File: src/rtl/hash_pkg.sv
// Shared constants and state encoding for the SHA-2 round sequencer.
package hash_pkg;

  localparam int ROUNDS_SHA512 = 80;
  localparam int ROUNDS_SHA256 = 64;
  localparam int MSG_WORDS     = 16;

  // Controller state encoding; the values are fixed so that debug
  // taps on the state register decode the same way in every build.
  typedef enum logic [2:0] {
    ST_IDLE  = 3'd0,
    ST_INIT  = 3'd1,
    ST_ROUND = 3'd2,
    ST_ACC   = 3'd3,
    ST_OUT   = 3'd4
  } state_t;

  // True when the state is one where the controller owns the datapath.
  function automatic logic state_is_busy(input state_t st);
    return (st != ST_IDLE);
  endfunction

endpackage

File: src/rtl/hash_round_cnt.sv
// Round index counter for the compression loop. Flags the final round and
// the point where W switches from message words to the sigma recurrence.
module hash_round_cnt #(
  parameter int ROUNDS    = 80,
  parameter int MSG_WORDS = 16,
  parameter int RW        = 7
) (
  input  logic          clk,
  input  logic          rst,
  input  logic          clr,
  input  logic          en,
  output logic [RW-1:0] cnt,
  output logic          last,
  output logic          sched
);

  logic [RW-1:0] cnt_r;

  // Count rounds; clear has priority so the last round wraps straight to 0.
  always_ff @(posedge clk) begin
    if (rst) begin
      cnt_r <= '0;
    end else if (clr) begin
      cnt_r <= '0;
    end else if (en) begin
      cnt_r <= cnt_r + {{(RW-1){1'b0}}, 1'b1};
    end else begin
      cnt_r <= cnt_r;
    end
  end

  // Decode round flags from the current count.
  always_comb begin
    cnt   = cnt_r;
    last  = (cnt_r == RW'(ROUNDS - 1));
    sched = (cnt_r >= RW'(MSG_WORDS));
  end

endmodule

File: src/rtl/hash_round_ctrl.sv
// SHA-2 compression sequencer: accepts message blocks over valid/ready,
// walks the round index, strobes the datapath and presents the digest.
module hash_round_ctrl #(
  parameter int ROUNDS    = hash_pkg::ROUNDS_SHA512,
  parameter int MSG_WORDS = hash_pkg::MSG_WORDS,
  parameter int RW        = 7
) (
  input  logic          clk,
  input  logic          rst,
  input  logic          blk_valid,
  output logic          blk_ready,
  input  logic          blk_first,
  input  logic          blk_last,
  output logic [RW-1:0] round,
  output logic          msg_we,
  output logic          sched_sel,
  output logic          dig_init,
  output logic          st_init,
  output logic          st_en,
  output logic          dig_acc,
  output logic          digest_valid,
  input  logic          digest_ready,
  output logic          busy
);

  import hash_pkg::*;

  state_t        state_r;
  state_t        state_nx_s;
  logic          in_msg_r;
  logic          last_r;
  logic          accept_s;
  logic          cnt_clr_s;
  logic          cnt_en_s;
  logic [RW-1:0] cnt_s;
  logic          cnt_last_s;
  logic          cnt_sched_s;

  // The counter only runs in ROUND and is held at zero everywhere else,
  // so round is already 0 on entry to ROUND.
  always_comb begin
    cnt_en_s  = (state_r == ST_ROUND);
    cnt_clr_s = (state_r != ST_ROUND) | cnt_last_s;
  end

  hash_round_cnt #(
    .ROUNDS    (ROUNDS),
    .MSG_WORDS (MSG_WORDS),
    .RW        (RW)
  ) u_cnt (
    .clk   (clk),
    .rst   (rst),
    .clr   (cnt_clr_s),
    .en    (cnt_en_s),
    .cnt   (cnt_s),
    .last  (cnt_last_s),
    .sched (cnt_sched_s)
  );

  // State register.
  always_ff @(posedge clk) begin
    if (rst) begin
      state_r <= ST_IDLE;
    end else begin
      state_r <= state_nx_s;
    end
  end

  // Message tracking: in_msg marks an open message for chaining, last_r
  // remembers whether the block in flight closes it.
  always_ff @(posedge clk) begin
    if (rst) begin
      in_msg_r <= 1'b0;
      last_r   <= 1'b0;
    end else if (accept_s) begin
      in_msg_r <= 1'b1;
      last_r   <= blk_last;
    end else if ((state_r == ST_ACC) && last_r) begin
      in_msg_r <= 1'b0;
      last_r   <= last_r;
    end else begin
      in_msg_r <= in_msg_r;
      last_r   <= last_r;
    end
  end

  // Next-state and strobe decode; every output defaults low each cycle.
  always_comb begin
    state_nx_s   = state_r;
    accept_s     = 1'b0;
    blk_ready    = 1'b0;
    msg_we       = 1'b0;
    dig_init     = 1'b0;
    st_init      = 1'b0;
    st_en        = 1'b0;
    sched_sel    = 1'b0;
    round        = '0;
    dig_acc      = 1'b0;
    digest_valid = 1'b0;
    busy         = state_is_busy(state_r);
    case (state_r)
      ST_IDLE: begin
        blk_ready = 1'b1;
        if (blk_valid) begin
          accept_s   = 1'b1;
          msg_we     = 1'b1;
          // A fresh message (explicit or implied) loads the IV.
          dig_init   = blk_first | ~in_msg_r;
          state_nx_s = ST_INIT;
        end else begin
          state_nx_s = ST_IDLE;
        end
      end
      ST_INIT: begin
        st_init    = 1'b1;
        state_nx_s = ST_ROUND;
      end
      ST_ROUND: begin
        st_en     = 1'b1;
        sched_sel = cnt_sched_s;
        round     = cnt_s;
        if (cnt_last_s) begin
          state_nx_s = ST_ACC;
        end else begin
          state_nx_s = ST_ROUND;
        end
      end
      ST_ACC: begin
        dig_acc = 1'b1;
        if (last_r) begin
          state_nx_s = ST_OUT;
        end else begin
          state_nx_s = ST_IDLE;
        end
      end
      ST_OUT: begin
        digest_valid = 1'b1;
        if (digest_ready) begin
          state_nx_s = ST_IDLE;
        end else begin
          state_nx_s = ST_OUT;
        end
      end
      default: begin
        state_nx_s = ST_IDLE;
      end
    endcase
  end

endmodule

File: config.mk
export PLATFORM = sky130hd
export DESIGN_NAME = hash_round_ctrl
export DESIGN_NICKNAME = d
export VERILOG_FILES = /design/src/rtl/hash_pkg.sv /design/src/rtl/hash_round_cnt.sv /design/src/rtl/hash_round_ctrl.sv
export SDC_FILE = /design/constraint.sdc
export NUM_CORES = 1
export LEC_CHECK = 0
export ABC_AREA = 0
export BUFFER_PORTS_ARGS = -buffer_cell sky130_fd_sc_hd__buf_2
export CORE_MARGIN = 10
export CORE_UTILIZATION = 45
export DETAILED_ROUTE_END_ITERATION = 10
export PLACE_DENSITY = 0.78
export RECOVER_POWER = 100
export SLEW_MARGIN = 20
export SYNTH_ARGS = -nofsm -noshare
export SYNTH_HDL_FRONTEND = slang
export SYNTH_SLANG_ARGS = --single-unit
File: constraint.sdc
create_clock -name clk -period 1.8 [get_ports clk]
set_input_delay 0.27 -clock clk [delete_from_list [all_inputs] [get_ports clk]]
set_output_delay 0.27 -clock clk [all_outputs]
set_load 0.02 [all_outputs]
* Word-level counts from Yosys, hierarchy flattened
Cells that the tools add are included.
** Operators by class
- $add $sub $neg :: 1
- Magnitude comparators :: 1
- Eq/ne operators :: 6
- Muxes and demuxes :: 18
- Bitwise logic cells :: 3
- Reductions and logical operators :: 5
** Operators with widths (number)
- case mux 3 bit (5 select lines) :: 1
- 2-to-1 mux 1 bit :: 14
- adder 7 x 1 -> 7 bit, second input constant :: 1
- equality test 7 bit, second input constant :: 1
- >= comparator 7 x 5 -> 1 bit, second input constant :: 1
- 2-to-1 mux 7 bit :: 1
- equality test 3 x 2 -> 1 bit, second input constant :: 2
- 2-to-1 mux 3 bit :: 2
- equality test 3 x 1 -> 1 bit, second input constant :: 1
- equality test 3 bit, second input constant :: 1
- zero test 3 bit :: 1
- inequality test 3 x 2 -> 1 bit, second input constant :: 1
- nonzero test 3 bit :: 1
- bitwise OR 1 bit :: 2
- nonzero test 2 bit :: 1
- OR reduction 2 bit :: 1
- logical AND 1 bit :: 1
- inverter 1 bit :: 1
** Storage, ports and cells
- Flip-flop bits (word level) :: 12
- Input port bits :: 6

* Depth between registers and ports, before layout
Gate-level depths: netlist of run 1.
- Depth after elaboration :: 4
- Depth in mapped cells :: 4
- Mapped depth without buffers :: 4

* Modules after synthesis
From an unflattened synthesis of run 1, not the netlist that was laid out.
** Unflattened totals
- Cell total of the unflattened synthesis :: 74
- Area total of the unflattened synthesis :: 650.6 µm²
** By module, submodules not included
- hash_round_ctrl :: instances 1, cells an instance 37, area each 330.3 µm², sequential area each 100.1 µm²
- hash_round_cnt :: instances 1, cells an instance 37, area each 320.3 µm², sequential area each 140.1 µm²

* Worst setup path after synthesis of run 1
OpenSTA, ideal clock, no wires.
- Kind :: register to output
- Start point :: reg state_r[1]
- End point :: out dig_init
- Arrival :: 1689 ps
- Required time :: 1530 ps
- Setup slack :: -159 ps
- Cell stages (with the launch flop) :: 4
- Cells stage by stage :: dfxtp_1 > buf_2 > nor4b_2 > a21boi_0
** Between the ends
- Word-level cells in the longest chain between the ends :: 2
** Ends and longest elaborated chain
- start, declared :: RTL line hash_round_ctrl.sv:28 : state_t state_r;
- start signal, assigned :: RTL line hash_round_ctrl.sv:65 : state_r <= state_nx_s;
- zero test 3 bit :: RTL line hash_round_ctrl.sv:101 : case (state_r)
- 2-to-1 mux 1 bit :: RTL line hash_round_ctrl.sv:101
- end, declared :: RTL line hash_round_ctrl.sv:17 : output logic dig_init,
Every way passes these cells.

* Final worst setup path of run 1
Same ends and word-level chain as after synthesis.

==> impl_results.md, run 1 <==
* Wire length after detailed routing at 1470 um
* Area of the core at around 0.0014 sq mm
* Final Hold Fails at 0
* Critical path data required time at ~1.5 ns
* Number of cells on the worst reg-to-reg path at 3
* Antenna diode instance count at 0
* Ratio of routed vias to standard cells at 5.17
* Number of top-level pins at 22
* Width of the die at 58.5 um
* RR Startpoint: state_r[2]
* Syn Area/Cell at 9.14 sq um
* Count of final setup violators at 0
* Total DRC errors in the routed layout at 0
* Startpoint type of the worst setup path: flip-flop
* Post-synthesis to final-layout area growth at 21.8%
* Cells after synthesis at 73
* Share of synthesized registers carrying an async set or reset at 0%
* Pint at approximately 440 uW
* Cell depth of the worst hold path at 2
* Flip-flop and latch count after synthesis at 12
* Switching Share at 27.4%
* PortBufs at 21
* DIE HEIGHT at 58.5 um
* Post-route antenna net violation count at 0
* Combinational fraction of design power at 16.3%
* Launch point of the worst hold path: rst
* Sinks on the clock net at 12
* Starting Density at 49.4%
* Via total after detailed routing at 579
* Wire length of the first global-routing pass at 2450 um
* Power Density at 742 mW/mm^2
* Antenna violations before repair at 0
* Final layout net count at 106
* RSZ-0062 raised after global routing: false
* EDFF count, synth at 0
* Total count of max-transition violations in the final report at 0
* Tightest slew margin relative to the limit at 78.1%
* Prevailing post-synth register cell: dfxtp_1
* Setup slack, reg-to-reg at 0.34 ns
* Sequential Power Share at a little under half
* Post-route fraction of the period consumed by the critical path at 94.8%
* Relative contribution of the clock network to total power at a little over a third
* Setup clock skew after layout at 0.00116 ns
* Number of rows created at floorplan at 13
* Largest net degree at the start of global routing at 11
* H-tree levels at 1
* Crit path DAT at approximately 1.4 ns
* Total net switching power at 165 uW
* Worst-path fanout max at 8
* Total power after layout at 603 uW
* Status: finished clean
* Leakage power summed over all cells at 0.000348 uW
* Number of design-rule violations left by the first detailed-router iteration at 10
* Cell at the root of the clock tree: clkbuf_4
* Wirelength per Cell at 13.1 um
* Vias in the first global route at 528
* Slew at the pin with the worst max-slew slack at 0.327 ns
* Syn. warnings at 0
* Final Core Density at between 60% and 70%
* Path category of the worst min-delay check: in2reg
* Max Cap Viol at 0
* Total grt overflow at 0
* Detailed-routing iteration count for the pre-antenna-repair pass at 4
* Number of buffers inserted for hold repair after clock tree synthesis at 0
* TritonCTS clock tree: yes
* Tmin final at 1.71 ns
* Maximum root-to-sink buffer count at 2
* Net count after synthesis at 81
* CTS Buf Count at 3
* GRT Util Overall at 8.93%
* Worst-skew pair later-pin latency at between 0.2 and 0.3 ns
* Endpoint type of the worst setup path: output pin
* Ratio of cells with drive above 1 in the final layout at 30.9%
* Placed wire-length estimate after detailed placement at between 1000 and 1500 um
* Number of unique standard cell types used by synthesis at 35
* Setup Crit Path Kind: reg2out
* FMAX at ~590 MHz
* Fin Setup TNS at 0 ns
* Die Outline Area at 0.00342 sq mm
* Maximum vdd drop at 0.380 mV
* Hold worst-path end: state_r[2]
* Syn Std Cell Area at 667 sq um
* RD Place Congestion at approximately 0.7
* RR Endpoint: u_cnt.cnt[3]
* Sequential element share of the synthesized area at between 30% and 40%
* Clock transition at the registers of the reported paths at about 0.080 ns
worst max-delay path, stage by stage, from the launching register on:
cell and delay [ns]:
dfxtp_1 0.34, buf_4 0.17, nor4b_4 0.24, a21boi_1 0.21, clkbuf_2 0.19
metrics by stage:
| step | instances | cell area, sq um | hold slack [ns] | setup slack, ns |
|---|---|---|---|---|
| after global placement | 106 | 779 | 0.455 | 0.336 |
| after CTS | 110 | 816 | 0.233 | 0.00728 |
| after global routing | 112 | 812 | 0.233 | 0.0219 |
| after detailed placement | 106 | 779 | 0.467 | 0.332 |
| after floorplan | 73 | 676 | 0.339 | 0.158 |
| final | 112 | 812 | 0.229 | 0.0943 |
cells in the mapped netlist, drive strengths merged (2+ instances only):
cell,instances,area (sq um)
buf,3,23.8
and2,7,43.8
nor2,8,37.5
nor3b,3,27.5
nand3,2,10.0
xnor2,3,26.3
nor3,2,10.0
a21oi,4,23.8
dfxtp,12,240
inv,5,18.8
nand4b,2,17.5
nor2b,3,18.8
ha,2,25.0
worst max-delay path by stage:
stage	startpoint	to	slack, ns
4_1_cts	state_r[1]	dig_init	0.007
5_1_grt	state_r[0]	sched_sel	0.02
3_3_place_gp	state_r[1]	dig_init	0.34
6_report	state_r[1]	dig_init	0.09
3_5_place_dp	state_r[2]	sched_sel	0.33
2_1_floorplan	state_r[1]	dig_init	0.16
final cells by class:
| cell class | instances | area (sq um) |
|---|---|---|
| fillers | 129 | 538 |
| repair buffers | 23 | 111 |
| clock buffers | 4 | 36.3 |
| multi-input cells | 53 | 384 |
| well taps | 15 | 18.8 |
| flip-flops and latches | 12 | 243 |
| inverters | 5 | 18.8 |
placed cells by master, fill, tap and decap left out, drive strengths merged:
master / n
xor2: 1
dfxtp: 12
nand3: 2
xnor2: 3
o31ai: 1
a31o: 1
nor4: 1
o21ai: 1
nor2: 8
nor4b: 1
nand4b: 2
inv: 5
nor3: 2
or3: 1
clkbuf: 14
mux2i: 1
a41oi: 1
or4b: 1
and3b: 1
nand2b: 1
nor3b: 4
nor2b: 3
a21boi: 1
and3: 1
buf: 13
o31a: 1
nand2: 1
a21oi: 4
and2: 7
ha: 2
layer usage:
metal | global-route usage (%) | routed length (um) | share of wire (%)
met1 | 10.1 | 619 | 42
met2 | 14.3 | 730 | 50
met3 | 3.00 | 106 | 7.2
met4 | 5.03 | 13 | 0.88
met5 | 0 | 0 | 0
power groups by stage:
| stage | Clock, uW | Sequential (uW) | Combinational (uW) |
|---|---|---|---|
| CTS | 222 | 286 | 101 |
| global placement | 0 | 292 | 99.0 |
| floorplan | 0 | 284 | 76.4 |
| global route | 239 | 289 | 108 |
| finish | 218 | 287 | 98.2 |
| detailed placement | 0 | 292 | 100 |
flip-flops by register name, summed over array words and instances, names as in the netlist:
register / cells
in_msg_r: 1
state_r: 3
last_r: 1
u_cnt.cnt: 7
kinds of logic (layout without fill, tap and decap cells):
logic type      after synthesis  in the layout  synth area share, %
simple gates                 35             36                 34.7
flops                        12             12                 36.0
compound gates               10             10                 11.8
buf+inv                       9             32                 6.94
xor+xnor                      4              4                 5.25
fa+ha+maj                     2              2                 3.75
mux                           1              1                 1.50
repair_timing:
| item | CTS | global route |
|---|---|---|
| hold endpoints to repair | 0 | 0 |
| resized for setup | 0 | 3 |
| setup endpoints to repair | 0 | 10 |
| buffers inserted | 0 | 1 |
Note: power is estimated with default switching activity, not from simulation.
==> run 2: changes to the inputs <==
--- a/config.mk
+++ b/config.mk
@@ -7,10 +7,11 @@
 export LEC_CHECK = 0
 export ABC_AREA = 0
 export BUFFER_PORTS_ARGS = -buffer_cell sky130_fd_sc_hd__buf_2
+export CORE_ASPECT_RATIO = 0.75
 export CORE_MARGIN = 10
-export CORE_UTILIZATION = 45
+export CORE_UTILIZATION = 30
 export DETAILED_ROUTE_END_ITERATION = 10
-export PLACE_DENSITY = 0.78
+export PLACE_DENSITY = 0.58
 export RECOVER_POWER = 100
 export SLEW_MARGIN = 20
 export SYNTH_ARGS = -nofsm -noshare
==> impl_results.md, run 2 (synthesis results as in run 1) <==
* Vias in the first global route at 480 (was 528)
* Tightest slew margin relative to the limit at 72.4% (was 78.1%)
* Post-synthesis to final-layout area growth at 26.1% (was 21.8%)
* FMAX at 564 MHz (was 586 MHz)
* Tmin final at 1.77 ns (was 1.71 ns)
* Setup Crit Path Kind: reg2out (unchanged)
* Most common cell after layout, fill and taps aside: buf_2 (unchanged)
* Final Non-Filler Cells at 120 (was 112)
* Final layout net count at 105 (was 106)
* Slew at the pin with the worst max-slew slack at 0.413 ns (was 0.327 ns)
* Wire length after detailed routing at 1460 um (was 1470 um)
* Maximum vdd drop at 0.244 mV (was 0.380 mV)
* Cell at the root of the clock tree: clkbuf_4 (unchanged)
* Number of rows created at floorplan at 14 (was 13)
* Wire length of the first global-routing pass at 2190 um (was 2450 um)
* Worst stage delay on the critical path at 0.35 ns (was 0.34 ns)
* Number of cells on the worst reg-to-reg path at 4 (was 3)
* Startpoint type of the worst setup path: flip-flop (unchanged)
* Path category of the worst min-delay check: in2reg (unchanged)
* Count of cell instances traversed by the critical path at 4 (unchanged)
* Wirelength per Cell at 12.1 um (was 13.1 um)
* Post-route fraction of the period consumed by the critical path at 98.5% (was 94.8%)
* Worst-path fanout max at 6 (was 8)
* Antenna violations before repair at 0 (unchanged)
* Total DRC errors in the routed layout at 0 (unchanged)
* Maximum root-to-sink buffer count at 2 (unchanged)
* List of cells traversed by the critical path: buf_4, nor4b_4, a21boi_1, buf_2 (was buf_4, nor4b_4, a21boi_1, clkbuf_2)
* RR Startpoint: state_r[1] (was state_r[2])
* CTS Buf Count at 3 (unchanged)
* Status: finished clean (unchanged)
* Critical path data required time at 1.53 ns (about the same)
* Endpoint of the most critical setup path: dig_init (unchanged)
* Total count of max-transition violations in the final report at 0 (unchanged)
* TritonCTS clock tree: yes (unchanged)
* Die Outline Area at 0.00453 sq mm (was 0.00342 sq mm)
* Total grt overflow at 0 (unchanged)
* Commonest cells after routing, fill and taps aside: buf_2, dfxtp_1, and2_1 (unchanged)
* Setup clock skew after layout at 0.00291 ns (was 0.00116 ns)
* Detailed-routing iteration count for the pre-antenna-repair pass at 4 (unchanged)
* Filler cell count in the final layout at 221 (was 129)
* Crit path from: state_r[1] (unchanged)
* Width of the die at 74.4 um (was 58.5 um)
* Number of buffers inserted for hold repair after clock tree synthesis at 0 (unchanged)
* Endpoint type of the worst setup path: output pin (unchanged)
* Area of the core at 0.00207 sq mm (was 0.00135 sq mm)
* Count of final setup violators at 0 (unchanged)
* Leakage power summed over all cells at 0.000370 uW (was 0.000348 uW)
* Antenna diode instance count at 0 (unchanged)
* Crit path DAT at 1.50 ns (was 1.44 ns)
* Number of design-rule violations left by the first detailed-router iteration at 34 (was 10)
* Starting Density at 32.3% (was 49.4%)
* RD Place Congestion at 0.706 (was 0.690)
* Max Cap Viol at 0 (unchanged)
* Post-route cell area at 841 sq um (was 812 sq um)
* Final Hold Fails at 0 (unchanged)
* Sinks on the clock net at 12 (unchanged)
* Post-route antenna net violation count at 0 (unchanged)
* H-tree levels at 1 (unchanged)
* PortBufs at 21 (unchanged)
* Clock transition at the registers of the reported paths at 0.08 ns (about the same)
* GRT Util Overall at 6.40% (was 8.93%)
* DIE HEIGHT at 60.8 um (was 58.5 um)
* Worst path slowest cell: dfxtp_1 (unchanged)
* Number of buffers and inverters on the critical path at 2 (unchanged)
* Number of top-level pins at 22 (unchanged)
* Worst-skew pair later-pin latency at 0.27 ns (about the same)
* Ratio of routed vias to standard cells at 4.69 (was 5.17)
* Ratio of cells with drive above 1 in the final layout at 36.5% (was 30.9%)
* Placement-stage cell area at 791 sq um (was 779 sq um)
* Largest net degree at the start of global routing at 11 (unchanged)
* Total placed cells including tap cells at 115 (was 106)
* Setup slack, reg-to-reg at 0.31 ns (was 0.34 ns)
* Family with the most delay on the worst path: buffers and inverters (unchanged)
* RR Endpoint: u_cnt.cnt[3] (unchanged)
* Power Density at 718 mW/mm^2 (was 742 mW/mm^2)
* Placed wire-length estimate after detailed placement at 1140 um (was 1110 um)
* Via total after detailed routing at 563 (was 579)
* Number of flip-flops under the largest register name at 7 (unchanged)
## run 2: worst min-delay path by stage
stage          slack, ns          from      endpoint  cells after the start
2_1_floorplan       0.34           rst    state_r[2]                      1
3_3_place_gp        0.46  u_cnt.cnt[0]  u_cnt.cnt[0]                      1
3_5_place_dp        0.46  u_cnt.cnt[0]  u_cnt.cnt[0]                      1
4_1_cts             0.23           rst    state_r[2]                      2
5_1_grt             0.23      blk_last        last_r                      3
6_report            0.24           rst    state_r[2]                      2
## run 2: area by class of cell
cell class	instances	area [sq um]	area share [%]
Inverter	5	18.8	2.23
Tap cell	24	30.0	3.57
Timing Repair Buffer	23	120	14.3
Multi-Input combinational cell	52	395	47.0
Clock buffer	4	36.3	4.32
Sequential cell	12	240	28.6
## run 2: per-stage QoR
stage	hold WS (ns)	total power, uW	setup TNS [ns]	setup slack [ns]	utilization (%)
6_report	0.237	604	0	0.0279	40.7
3_5_place_dp	0.460	393	0	0.306	38.3
5_1_grt	0.233	638	-0.0448	-0.0448	40.7
2_1_floorplan	0.339	361	0	0.158	-
4_1_cts	0.228	607	0	0.00333	40.0
3_3_place_gp	0.459	392	0	0.310	38.3
## run 2: what timing repair did
action,in CTS,in global routing
setup endpoints to repair,0,9
buffers inserted,0,1
gates resized for setup,0,1
## run 2: layer usage
metal / global-route usage, % / up-vias / part of all wire, %
met5: 0 / - / 0
met2: 10.2 / 15 / 53
met4: 3.23 / 0 / 0
met1: 7.12 / 252 / 40
met3: 2.94 / 0 / 6.9
li1: - / 296 / -
## run 2: report_power, final
group	leakage, uW	total [uW]	internal (uW)	switching (uW)
logic	0.000252	104	46.2	57.7
registers	0.0000975	287	275	12.6
clock network	0.0000210	213	123	89.7
